### src/rtl/vcd4_rle.sv
// vcd4_rle -- half-step down counter with terminal count and cascade enable.
//
// The 5-bit state Q = {Y, ph} counts down by one per enabled clock. Y is the
// visible 4-bit count and ph is a half-step phase bit, so Y steps once every
// two enable pulses. At Q == 0 the terminal count flag is raised. The next
// enabled edge reloads {TOP, 1} instead of wrapping, which gives 2*TOP+2 enable
// pulses per full cycle.
//
// Optional feature: define VCD_LOAD_EN to add a synchronous parallel load
// (ports l, di). A load sets Q = {di, 1}.
//
// Ports
//   clk  in   clock, all state changes on the rising edge
//   r    in   synchronous active-high reset, sets Q = {TOP, 1}
//   ce   in   count enable
//   l    in   parallel load strobe       (VCD_LOAD_EN only)
//   di   in   [3:0] parallel load value  (VCD_LOAD_EN only)
//   Y    out  [3:0] visible count
//   TC   out  terminal count, high when Q == 0
//   CEO  out  cascade enable out, ce & TC (combinational)
module vcd4_rle #(
   parameter int TOP = 8
) (
   input  logic       clk,
   input  logic       r,
   input  logic       ce,
`ifdef VCD_LOAD_EN
   input  logic       l,
   input  logic [3:0] di,
`endif
   output logic [3:0] Y,
   output logic       TC,
   output logic       CEO
);

   localparam logic [4:0] RELOAD = {TOP[3:0], 1'b1};

   // Power-up value matches the reset value.
   logic [4:0] q_q = RELOAD;
   logic [4:0] q_d;

   assign Y   = q_q[4:1];
   assign TC  = (q_q == 5'd0);
   assign CEO = ce & TC;

   // Reset is applied in the register below; this covers load/reload/count.
   always_comb begin
      q_d = q_q;
`ifdef VCD_LOAD_EN
      if (l) begin
         // A load wins over the terminal-count reload even while CEO is high.
         q_d = {di, 1'b1};
      end else
`endif
      if (CEO) begin
         q_d = RELOAD;
      end else if (ce) begin
         q_d = q_q - 5'd1;
      end
   end

   always_ff @(posedge clk) begin
      if (r) begin
         q_q <= RELOAD;
      end else begin
         q_q <= q_d;
      end
   end

endmodule

### config.mk
export PLATFORM = sky130hd
export DESIGN_NAME = vcd4_rle
export DESIGN_NICKNAME = d
export VERILOG_FILES = /design/src/rtl/vcd4_rle.sv
export SDC_FILE = /design/constraint.sdc
export NUM_CORES = 1
export LEC_CHECK = 0
export ABC_CLOCK_PERIOD_IN_PS = 1740
export BUFFER_PORTS_ARGS = -buffer_cell sky130_fd_sc_hd__buf_2
export CAP_MARGIN = 40
export CORE_AREA = 5 5 42 44
export CTS_CLUSTER_DIAMETER = 60
export DETAILED_ROUTE_END_ITERATION = 7
export DIE_AREA = 0 0 47 49
export GPL_TIMING_DRIVEN = 0
export MAX_ROUTING_LAYER = met4
export SYNTH_ARGS = -nofsm -noshare
export SYNTH_HDL_FRONTEND = slang
export SYNTH_SLANG_ARGS = --single-unit
### constraint.sdc
create_clock -name clk -period 1.74 [get_ports clk]
set_input_delay 0.087 -clock clk [delete_from_list [all_inputs] [get_ports clk]]
set_output_delay 0.087 -clock clk [all_outputs]
set_load 0.005 [all_outputs]
Word level (Yosys, flattened, before mapping) --
Cells that the tools add are included. W data, S select, Z words.
Operators by class: add/sub/neg operators 1, bitwise logic cells 1, reduce and logical (&&, ||, !) cells 2
Operator list (number):
- $logic_not A5 Y1 | 1
- $sub A5 B1 Y5 const B | 1
- $reduce_or A2 Y1 | 1
- $and A1 B1 Y1 | 1
Storage, ports and cells: register bits 5, input bits 3, output and inout port bits 6

Depth between registers and ports, before layout --
depth after elaboration 3, depth in mapped cells 5

Worst setup path before layout --
OpenSTA, ideal clock, no wires.
path type register to register, start point register q_q[1], end point register q_q[1], arrival 1.130 ns, path slack 0.531 ns, stages on the path, launching flop included 6, path buffers 0, period minus slack after synthesis 1.209 ns, path through dfxtp_1 inv_1 ha_1 nor4b_4 a21o_4 a211oi_2
Between the ends: cells in the longest elaborated chain, start to end 3, elaborated cells on any way between the ends 4, those cells by class add/sub: 1; bitwise: 1; reduce/logical: 2
Ends and longest elaborated chain:
- from (decl) | RTL line 39 | logic [4:0] q_q = RELOAD;
- from (signal assigned) | RTL line 66 | q_q <= q_d;
- $logic_not A5 Y1 | RTL line 43 | assign TC = (q_q == 5'd0);
- net TC | RTL line 32 | output logic TC,
- $and A1 B1 Y1 | RTL line 44 | assign CEO = ce & TC;
- $reduce_or A2 Y1 (no line)
The timed path passes the listed nets, and every way through them passes these cells. A chain may end at the register's enable or synchronous reset.

Final worst setup path --
start point register q_q[1], end point output CEO
Between the ends: cells in the longest elaborated chain, start to end 2
Ends and longest elaborated chain:
- $logic_not A5 Y1 | RTL line 43
- $and A1 B1 Y1 | RTL line 44
- to (decl) | RTL line 33 | output logic CEO
Every way passes these cells.

==> flow_summary.ini <==
[status]
status = finished, final reports clean

[route]
dr.pass1.iters = 2
vias_per_cell = 3.81
antenna_left = 0
vias = 221
wl_per_cell_um = 9.21
wl_um = 534
drt_iter0_drc = 3
drc = 0

[worst_setup_path]
cp_max_fo = 4
cp_slowest_stage_delay_ps = 340
crit_required_ps = 1650
worst_path_max_delay_cell = dfxtp_1
arrival_ps = 1370
crit_type = flip-flop to primary output
crit_path_end_kind = primary output
startpoint_type = flip-flop
cp_cell_sequence = inv_1, ha_1, nor4b_4, and2_1, buf_2
critPathBufInv = 2
crit_family = simple AND/OR/NAND/NOR gates

[logic_synthesis]
synth_top_flop_cell = dfxtp_1
synth.yosys.warnings = 0
synth_seq_area_share_pct = 31.5
syn-num-nets = 36
synthDistinctLibCells = 15
ys_ff_latch = 5
synthArstFlopShare_pct = 0
syn_area_per_cell_um2 = 10.3
synth_cells = 31
syn_area_um2 = 318
synth_edf_count = 0

[die]
core_area_um2 = 1400
rows = 14
pin_count = 9
die_w_um = 47
initial_core_util_pct = 22.7
die_area_um2 = 2300
die_y_um = 49

[global_routing]
track_usage_pct = 5.42
overflow = 0
antenna_found_initial = 0
grt_start_max_net_pins = 10
grt_pass1_wl_um = 848
grt_pass1_vias = 221

[timing]
hold_viol = 0
max_freq_ghz = 0.689
fin_tns_setup_ps = 0
slew_headroom_pct = 80.6
setup_violations = 0
min_period_ps = 1450
finalCritPeriodShare_pct = 83.5
fin_skew_ps = 4.72
rsz0062_at_grt = false
final_max_slew_viol_count = 0
worst_pin_slew_ps = 290
hold_slack_ps = 77.0

[job]
maxCapViolations = 0

[layout]
seqCellArea_um2 = 100
final_nets = 48
area_growth_pct = 25.6
largest_register_ffs = 5
multi_input_area_um2 = 173
fillers = 154
regMostFlops = q_q
final_cell_mix = 7 x buf_2, 5 x buf_4, 5 x dfxtp_1
n_antenna_cell = 0
layout-drive-gt1-share_pct = 47.6
largestRegisters = q_q (5)
final_common_cell = buf_2

[power_and_ir_drop]
p_sw_w = 0.0000871
power_density_nw_per_um2 = 854
p_leak_nw = 0.181
peakVddDrop_v = 0.000332
pwr-share-clk_pct = 38.5
intPower_w = 0.000254
p_comb_share_pct = 20.0
p_sw_share_pct = 25.6
seqPwrFrac_pct = 41.5

[cts]
cts_root_buf = clkbuf_4
cts_made_buffers = 3
cts.repair.resized = 0
insertion_delay_ps = 240
clk_pin_slew_ps = 40
clock_sinks = 5
clockBufferDepth = 2
cts_setup_buffers = 0
cts_tree = built
cts_hold_buf = 0
htreeDepth = 1

[min_path]
hold_class = primary input to flip-flop

[placed_design]
port_buffers = 7
gp_congestion = 0.653
==> layout make-up <==
cell class / instances / area share [%]
plain buffers: 5 / 9.40
inverters: 2 / 1.88
repair buffers: 7 / 8.78
multi-input cells: 19 / 43.3
clock buffers: 4 / 6.58
flip-flops and latches: 5 / 25.1
well taps: 16 / 5.02
==> power by group through the flow <==
stage	registers [W]	logic (W)	clock network [W]
floorplan	0.000140	0.0000534	0
global placement	0.000143	0.0000678	0
detailed placement	0.000144	0.0000691	0
CTS	0.000142	0.0000696	0.000138
global route	0.000143	0.0000752	0.000146
finish	0.000141	0.0000680	0.000131
==> per-stage QoR <==
step / util, % / cell area, µm² / std cells / setup slack [ps] / total power (W)
finish: 28.5 / 399 / 58 / 288 / 0.000341
CTS: 28.5 / 399 / 58 / 267 / 0.000349
detailed placement: 26.6 / 373 / 54 / 436 / 0.000213
global route: 28.5 / 399 / 58 / 155 / 0.000365
global placement: 26.6 / 373 / 54 / 467 / 0.000211
floorplan: - / 318 / 31 / 531 / 0.000194
==> worst register-to-register path, stage by stage (launching register included) <==
cell      delay, ps
dfxtp_1         390
inv_1            90
ha_1            210
nor4b_4         140
a21o_4          230
a211oi_2        170
==> metal layers <==
metal	vias to the layer above	share of wire, %	track usage, %
li1	121	-	-
met1	95	43	5.74
met2	5	49	7.69
met3	0	8.1	2.21
met4	0	0	4.15
met5	-	0	-
==> cell families after synthesis <==
family          count (synthesis)  synth area share [%]
simple gates                   10                  25.2
flops                           5                  31.5
fa+ha+maj                       2                  7.87
buf+inv                         7                  14.2
xor+xnor                        4                  11.0
compound gates                  3                  10.2
==> synth_stat cells, types with 2 or more instances <==
cell type  number  area (µm²)
xnor2_1         3        26.3
ha_1            2        25.0
inv_1           2        7.51
buf_4           5        37.5
nor2_1          3        11.3
nand2_1         3        11.3
dfxtp_1         5         100
==> worst paths after layout <==
path / depth (start not counted) / from / slack (ps) / to
min reg2reg: 2 / q_q[0] / 540 / q_q[0]
max: 5 / q_q[1] / 290 / CEO
min: 3 / r / 80 / q_q[4]
max reg2reg: 5 / q_q[1] / 430 / q_q[1]
Note: power is estimated with default switching activity, not from simulation.
